===== config.mk =====
export PLATFORM = sky130hd
export DESIGN_NAME = sd_sector_dma
export DESIGN_NICKNAME = d
export VERILOG_FILES = /design/src/rtl/sd_sector_dma.sv
export SDC_FILE = /design/constraint.sdc
export NUM_CORES = 1
export LEC_CHECK = 0
export BUFFER_PORTS_ARGS = -buffer_cell sky130_fd_sc_hd__buf_2
export CAP_MARGIN = 20
export CELL_PAD_IN_SITES_DETAIL_PLACEMENT = 0
export CELL_PAD_IN_SITES_GLOBAL_PLACEMENT = 2
export CORE_MARGIN = 2
export CORE_UTILIZATION = 29
export DETAILED_ROUTE_END_ITERATION = 8
export GPL_TIMING_DRIVEN = 0
export HOLD_SLACK_MARGIN = 0.05
export PLACE_DENSITY_LB_ADDON = 0.2
export SETUP_SLACK_MARGIN = 0.2
export SYNTH_ARGS = -nofsm -noshare
export SYNTH_HDL_FRONTEND = slang
export SYNTH_SLANG_ARGS = --single-unit

===== constraint.sdc =====
create_clock -name clk -period 4.1 [get_ports clk]
set_input_delay 0.82 -clock clk [delete_from_list [all_inputs] [get_ports clk]]
set_output_delay 0.82 -clock clk [all_outputs]
set_load 0.02 [all_outputs]

===== src/rtl/sd_sector_dma.sv =====
// ---------------------------------------------------------------------------
// sd_sector_dma
//
// CPU-programmed multi-sector mover between a local sector buffer and the SD
// card byte streams. The CPU claims a MUTEX and programs LBA and COUNT. It then
// issues READ (card -> buffer), WRITE (buffer -> card) or ABORT through the CMD
// register. Progress and completion are reported in STATUS.
//
// Ports
//   clk, rst                  clock, synchronous active-high reset
//   sd_master_*               32-bit register bus (decode on address[4:2]).
//                             Read data is registered. readdatavalid follows
//                             read by one cycle. waitrequest is tied low.
//   sd_slave_*                buffer port. A read returns data on the next cycle.
//                             A write is a single-cycle strobe.
//   card_start/dir/lba/count  1-cycle command pulse to the card engine. dir,
//                             lba and count are valid with card_start.
//   card_rx_*                 card -> buffer stream. ready is high only in RD_XFER.
//   card_tx_*                 buffer -> card stream. Data is held until ready.
//
// Register map (byte addresses)
//   0x00 MUTEX   0x04 LBA   0x08 COUNT   0x0C CMD   0x10 STATUS
//   STATUS: [0] busy [1] done [2] aborted [3] count_err [15:8] sectors done
// ---------------------------------------------------------------------------
module sd_sector_dma #(
    parameter int DATA_W       = 8,
    parameter int SECTOR_BYTES = 512,
    parameter int BUF_SECTORS  = 4,
    parameter int BUF_AW       = $clog2(SECTOR_BYTES * BUF_SECTORS)
) (
    input  logic                clk,
    input  logic                rst,

    input  logic [31:0]         sd_master_address,
    input  logic                sd_master_read,
    input  logic                sd_master_write,
    input  logic [31:0]         sd_master_writedata,
    output logic                sd_master_waitrequest,
    output logic [31:0]         sd_master_readdata,
    output logic                sd_master_readdatavalid,

    output logic [BUF_AW-1:0]   sd_slave_address,
    output logic                sd_slave_read,
    input  logic [DATA_W-1:0]   sd_slave_readdata,
    output logic                sd_slave_write,
    output logic [DATA_W-1:0]   sd_slave_writedata,

    output logic                card_start,
    output logic                card_dir,
    output logic [31:0]         card_lba,
    output logic [7:0]          card_count,
    input  logic                card_rx_valid,
    input  logic [DATA_W-1:0]   card_rx_data,
    output logic                card_rx_ready,
    output logic                card_tx_valid,
    output logic [DATA_W-1:0]   card_tx_data,
    input  logic                card_tx_ready
);

    // Word pointer layout: {sector index, word within sector}. One extra
    // sector bit lets the pointer reach COUNT*SECTOR_BYTES without wrapping.
    localparam int SB_LOG2 = $clog2(SECTOR_BYTES);
    localparam int CW      = $clog2(BUF_SECTORS) + 1;
    localparam int PTR_W   = SB_LOG2 + CW;

    localparam logic [2:0] REG_MUTEX  = 3'd0;
    localparam logic [2:0] REG_LBA    = 3'd1;
    localparam logic [2:0] REG_COUNT  = 3'd2;
    localparam logic [2:0] REG_CMD    = 3'd3;
    localparam logic [2:0] REG_STATUS = 3'd4;

    typedef enum logic [2:0] {
        ST_IDLE,
        ST_START,
        ST_RD_XFER,
        ST_WR_REQ,
        ST_WR_LAT,
        ST_WR_SEND,
        ST_DONE
    } state_t;

    state_t              state_q, state_d;
    logic                owned_q, owned_d;
    logic [31:0]         lba_q, lba_d;
    logic [7:0]          count_q, count_d;
    logic [CW-1:0]       xfer_cnt_q, xfer_cnt_d;
    logic                dir_q, dir_d;
    logic [PTR_W-1:0]    ptr_q, ptr_d;
    logic                done_q, done_d;
    logic                aborted_q, aborted_d;
    logic                count_err_q, count_err_d;
    logic [DATA_W-1:0]   tx_data_q, tx_data_d;
    logic [31:0]         readdata_q, readdata_d;
    logic                rdvalid_q, rdvalid_d;

    logic [2:0]          reg_idx;
    logic                cmd_wr_sel;
    logic                cmd_read, cmd_write, cmd_abort;
    logic                busy;
    logic [PTR_W-1:0]    xfer_total;
    logic                ptr_last;
    logic [31:0]         status_word;
    logic                unused_addr_bits;

    assign reg_idx    = sd_master_address[4:2];
    assign cmd_wr_sel = sd_master_write && (reg_idx == REG_CMD);
    assign cmd_read   = cmd_wr_sel && (sd_master_writedata == 32'd2);
    assign cmd_write  = cmd_wr_sel && (sd_master_writedata == 32'd3);
    assign cmd_abort  = cmd_wr_sel && (sd_master_writedata == 32'd1);

    assign busy       = (state_q != ST_IDLE);
    assign xfer_total = {xfer_cnt_q, {SB_LOG2{1'b0}}};
    assign ptr_last   = (ptr_q == (xfer_total - PTR_W'(1)));

    // Only address bits [4:2] select a register. The remaining bits are
    // deliberately ignored, so the map aliases across the window.
    assign unused_addr_bits = &{1'b0, sd_master_address[31:5], sd_master_address[1:0]};

    always_comb begin
        status_word        = '0;
        status_word[15:8]  = 8'(ptr_q[PTR_W-1:SB_LOG2]);
        status_word[3:0]   = {count_err_q, aborted_q, done_q, busy};
    end

    assign sd_master_waitrequest   = 1'b0;
    assign sd_master_readdata      = readdata_q;
    assign sd_master_readdatavalid = rdvalid_q;

    always_comb begin
        // hold state by default
        state_d     = state_q;
        owned_d     = owned_q;
        lba_d       = lba_q;
        count_d     = count_q;
        xfer_cnt_d  = xfer_cnt_q;
        dir_d       = dir_q;
        ptr_d       = ptr_q;
        done_d      = done_q;
        aborted_d   = aborted_q;
        count_err_d = count_err_q;
        tx_data_d   = tx_data_q;
        readdata_d  = '0;
        rdvalid_d   = sd_master_read;

        // outputs idle low
        sd_slave_address   = '0;
        sd_slave_read      = 1'b0;
        sd_slave_write     = 1'b0;
        sd_slave_writedata = '0;
        card_start         = 1'b0;
        card_dir           = 1'b0;
        card_lba           = '0;
        card_count         = '0;
        card_rx_ready      = 1'b0;
        card_tx_valid      = 1'b0;
        card_tx_data       = '0;

        // Register reads sample the pre-update values. Any side effects
        // (mutex claim, sticky clear) come first, so writes and FSM events
        // later in this block override them.
        if (sd_master_read) begin
            case (reg_idx)
                REG_MUTEX: begin
                    readdata_d = {31'd0, ~owned_q};
                    owned_d    = 1'b1;
                end
                REG_LBA:   readdata_d = lba_q;
                REG_COUNT: readdata_d = {24'd0, count_q};
                REG_STATUS: begin
                    readdata_d  = status_word;
                    done_d      = 1'b0;
                    aborted_d   = 1'b0;
                    count_err_d = 1'b0;
                end
                default:   readdata_d = '0;
            endcase
        end

        if (sd_master_write) begin
            case (reg_idx)
                REG_MUTEX: if (sd_master_writedata == 32'd0) owned_d = 1'b0;
                REG_LBA:   lba_d   = sd_master_writedata;
                REG_COUNT: count_d = sd_master_writedata[7:0];
                default:   ;
            endcase
        end

        case (state_q)
            ST_IDLE: begin
                if (cmd_read || cmd_write) begin
                    if ((count_q == 8'd0) || (count_q > 8'(BUF_SECTORS))) begin
                        count_err_d = 1'b1;
                    end else begin
                        done_d      = 1'b0;
                        aborted_d   = 1'b0;
                        count_err_d = 1'b0;
                        dir_d       = cmd_write;
                        xfer_cnt_d  = count_q[CW-1:0];
                        ptr_d       = '0;
                        state_d     = ST_START;
                    end
                end
            end
            ST_START: begin
                card_start = 1'b1;
                card_dir   = dir_q;
                card_lba   = lba_q;
                card_count = 8'(xfer_cnt_q);
                state_d    = dir_q ? ST_WR_REQ : ST_RD_XFER;
            end
            ST_RD_XFER: begin
                card_rx_ready = 1'b1;
                if (card_rx_valid) begin
                    sd_slave_write     = 1'b1;
                    sd_slave_address   = ptr_q[BUF_AW-1:0];
                    sd_slave_writedata = card_rx_data;
                    ptr_d              = ptr_q + 1'b1;
                    if (ptr_last) state_d = ST_DONE;
                end
            end
            ST_WR_REQ: begin
                sd_slave_read    = 1'b1;
                sd_slave_address = ptr_q[BUF_AW-1:0];
                state_d          = ST_WR_LAT;
            end
            ST_WR_LAT: begin
                // buffer data for the read issued last cycle is valid now
                tx_data_d = sd_slave_readdata;
                state_d   = ST_WR_SEND;
            end
            ST_WR_SEND: begin
                card_tx_valid = 1'b1;
                card_tx_data  = tx_data_q;
                if (card_tx_ready) begin
                    ptr_d   = ptr_q + 1'b1;
                    state_d = ptr_last ? ST_DONE : ST_WR_REQ;
                end
            end
            ST_DONE: begin
                done_d  = 1'b1;
                state_d = ST_IDLE;
            end
            default: state_d = ST_IDLE;
        endcase

        // Abort wins over any in-flight progress. The buffer keeps whatever
        // was already written.
        if (cmd_abort && busy) begin
            aborted_d = 1'b1;
            state_d   = ST_IDLE;
        end
    end

    always_ff @(posedge clk) begin
        if (rst) begin
            state_q     <= ST_IDLE;
            owned_q     <= 1'b0;
            lba_q       <= '0;
            count_q     <= '0;
            xfer_cnt_q  <= '0;
            dir_q       <= 1'b0;
            ptr_q       <= '0;
            done_q      <= 1'b0;
            aborted_q   <= 1'b0;
            count_err_q <= 1'b0;
            tx_data_q   <= '0;
            readdata_q  <= '0;
            rdvalid_q   <= 1'b0;
        end else begin
            state_q     <= state_d;
            owned_q     <= owned_d;
            lba_q       <= lba_d;
            count_q     <= count_d;
            xfer_cnt_q  <= xfer_cnt_d;
            dir_q       <= dir_d;
            ptr_q       <= ptr_d;
            done_q      <= done_d;
            aborted_q   <= aborted_d;
            count_err_q <= count_err_d;
            tx_data_q   <= tx_data_d;
            readdata_q  <= readdata_d;
            rdvalid_q   <= rdvalid_d;
        end
    end

endmodule


======== Word level (Yosys, flattened, before mapping) ========
Cells that the tools add are included.
operators by class
  add/subtract/negate cells ............... 2
  order comparisons ....................... 1
  equality and inequality tests ........... 19
  mux-type cells .......................... 49
  bitwise gates (word level) .............. 3
  reduce and logical (&&, ||, !) cells .... 20
operators by type and width
  kind                   number
  $pmux 32 s4            1
  $eq 32x2->1 const B    2
  $mux 12                4
  $pmux 12 s3            1
  $eq 32x1->1 const B    1
  $logic_not 32->1       1
  $mux 32                1
  $mux 1                 28
  $mux 8                 3
  $pmux 11 s2            1
  $mux 3                 7
  $pmux 3 s6             1
  $add 12x1->12 const B  1
  $eq 12x12->1           1
  $eq 3x2->1 const B     4
  $eq 3x3->1 const B     4
  $sub 12x1->12 const B  1
  $mux 11                1
  $ne 2x2->1 const B     5
  $reduce_and 5->1       2
  $gt 8x3->1 const B     1
  $logic_not 8->1        1
  $eq 3x1->1 const B     2
  $logic_not 3->1        2
  other kinds (8)        18
storage, ports and cells
  register bits ........................... 104
  output and inout bits ................... 107

======== Depth between registers and ports, before layout ========
  depth after elaboration ................. 7
  gate-level depth with buffers ........... 7

======== Least setup slack after synthesis ========
No wires, ideal clock.
  kind .................................... input to output
  start ................................... input port card_rx_valid
  end ..................................... output port sd_slave_address[0]
  data arrival time ....................... 1900 ps
  slack ................................... 1380 ps
  cell stages on the path ................. 5
  path buffers ............................ 2
  path through ............................ clkbuf_1 -> and3_1 -> or2_2 -> clkbuf_1 -> and2_1
between the ends
  longest elaborated chain between the ends .. 2
ends and longest elaborated chain
  what         line  RTL
  from (decl)  52    input logic card_rx_valid,
  $mux 11      213   if (card_rx_valid) begin
  $pmux 11 s2  188   case (state_q)
  to (decl)    42    output logic [BUF_AW-1:0] sd_slave_address,
No other way between the ends.

======== Worst setup path in the final report ========
  start ................................... register state_q[0]
  end ..................................... output port card_lba[3]
between the ends
  longest elaborated chain between the ends .. 2
ends and longest elaborated chain
  what                    line  RTL
  from (decl)             82    state_t state_q, state_d;
  from (signal assigned)  270   state_q <= state_d;
  $eq 3x1->1              188
  $mux 32                 188
  to (decl)               50    output logic [31:0] card_lba,
No other way between the ends.

==> impl_metrics.yaml <==
outcome:
  status: "complete, no violations"
yosys:
  synth_cells: 564
  avgSynthCellArea_um2: 8.42
  syn_area_mm2: 0.00475
  synth-edff-count: 0
  synthArstFlopShare: 0
  yosysWarnings: 0
  ys_seq_elements: 104
  ys_types: 58
  ys_seq_area_frac: 0.438
  synth_flop_cell: "dfxtp_1"
placement:
  place_congestion: 0.842
  numPortBuffers: 157
  dp_hpwl_um: 11400
  dp.cells: 942
drt:
  drtIter0Drc: 255
  totalWireLength_um: 15000
  dr.pass1.iters: 4
  viasPerCell: 4.72
  vias: 4520
  remaining_drc_errors: 0
  postRouteAntennaNets: 0
  wire_per_inst_um: 15.7
setup_path:
  cp-end-kind: "output port"
  cp.arrival_ps: 2620
  path_class: "reg2out"
  critPathLaunchType: "flip-flop"
  required_ps: 3280
  cp_max_fo: 10
die:
  placementRows: 46
  io_pins: 193
  start_util: 0.298
  die-area_mm2: 0.0174
  dieHeight_um: 132
  core_mm2: 0.0159
  fp.dieW_um: 132
finish:
  finalNetCount: 825
  final_cell_mix: "160 x buf_2, 104 x dfxtp_1, 97 x nand2_1, 80 x and2_1, 51 x a21oi_1"
  antennaDiodeCount: 0
  multi_input_area_mm2: 0.00247
  regArea_mm2: 0.00208
  n_fill_cell: 1733
  drive_above_1_share: 0.275
  syn_to_final_growth_pct: 29.3
  final_cells: 957
  layout_commonest_cell: "buf_2"
clocking:
  cts_hold_buf: 0
  cts_tree: "yes"
  cts_resized: 0
  cts_root_buffer: "clkbuf_16"
  htree_num_levels: 3
  post_cts_buffers: 0
  cts_buffers: 9
  path_clk_slew_ps: 70
  cts_sinks: 104
  clockBufferDepth: 2
  worstSkewPairLatency_ps: 350
timing:
  fmax_mhz: 290
  post-route-period-util: 0.840
  hold_violations: 0
  finalCriticalPeriod_ps: 3440
  clock_skew_ps: 5.46
  relSlewSlack: 0.349
  tightest_slew_ps: 973
  maxSlewViolCount: 0
  setup_viol: 0
  grt_setup_unrepaired: "false"
  setup_tns_ps: 0
global_route:
  overflow: 0
  grt_max_degree: 18
  gr-usage-all-layers: 0.171
  grt_pass1_wl_um: 23900
  antenna_found_initial: 0
  first_global_vias: 4392
pwr:
  p_per_area_mw_per_mm2: 339
  vdd.ir_drop.worst_v: 0.000205
  leakage_nw: 2.60
worst_hold_path:
  hold_class: "reg2reg"
flow_run:
  maxCapViolCount: 0
## kinds of logic (layout without fill, tap and decap cells)
logic type	after synthesis	after routing	synth area share
XOR/XNOR	4	4	0.00737
multiplexers	9	9	0.0190
flip-flops	104	104	0.438
adder cells (fa/ha/maj)	2	2	0.00527
buffers and inverters	50	222	0.0450
AO/OA/AOI/OAI	106	106	0.152
other	1	6	0.000789
AND/OR/NAND/NOR	288	288	0.332
## Yosys cell counts (all sizes together) (6+ instances only)
master | number | area, um2
dfxtp | 104 | 2080
a21oi | 52 | 272
nor2b | 8 | 50.1
o221ai | 7 | 61.3
and2 | 80 | 500
nor2 | 33 | 124
a32o | 9 | 90.1
clkbuf | 32 | 120
nor4 | 13 | 136
nand2 | 97 | 364
and3 | 17 | 113
buf | 11 | 67.6
mux2i | 9 | 90.1
nor3 | 10 | 55.1
a31oi | 7 | 43.8
inv | 6 | 22.5
a22oi | 10 | 75.1
## flip-flops by register name, indices dropped and copies added, names as in the netlist
register                 cells
sd_master_readdata          32
xfer_cnt_q                   3
dir_q                        1
owned_q                      1
count_err_q                  1
sd_master_readdatavalid      1
done_q                       1
count_q                      8
aborted_q                    1
lba_q                       32
ptr_q                       12
tx_data_q                    8
state_q                      3
## layout make-up
type                    instances  share of cell area
plain buffers                  43              0.0306
inverters                       7             0.00428
multi-input cells             415               0.403
flip-flops and latches        104               0.339
well taps                     216              0.0440
repair buffers                157               0.128
clock buffers                   9              0.0367
clock inverters                 6              0.0147
## power breakdown
part	switching (mW)	total (mW)	internal (mW)
registers	0.00683	1.03	1.02
clock network	0.402	0.937	0.536
logic	0.0769	0.119	0.0423
## per-layer routing
| layer | wire length (um) | GRT usage |
|---|---|---|
| met1 | 7390 | 0.237 |
| met2 | 6900 | 0.273 |
| met3 | 526 | 0.0258 |
| met4 | 202 | 0.0543 |
| met5 | 0 | 0 |
## stage by stage
step	hold slack, ps	setup slack [ps]	area [um2]	util	total power [mW]
finish	463	656	6140	0.385	2.08
global route	484	476	6140	0.385	2.16
CTS	466	633	6140	0.385	2.11
detailed placement	456	952	5830	0.365	1.17
global placement	452	946	5830	0.365	1.17
floorplan	440	1380	4770	-	1.10
## final timing paths
path / startpoint / end / cells after the start / slack (ps)
worst min register to register: lba_q[16] / lba_q[16] / 2 / 460
worst max-delay path: state_q[0] / card_lba[3] / 6 / 660
worst max register to register: state_q[1] / aborted_q / 7 / 1730
worst min-delay path: lba_q[16] / lba_q[16] / 2 / 460
## critical path, stage by stage (launching register included)
cell,delay (ps)
dfxtp_1,420
clkbuf_1,380
and3_1,210
clkbuf_1,440
clkbuf_1,450
and2_1,210
buf_2,160
No activity file was read; power rests on OpenSTA's default activity.
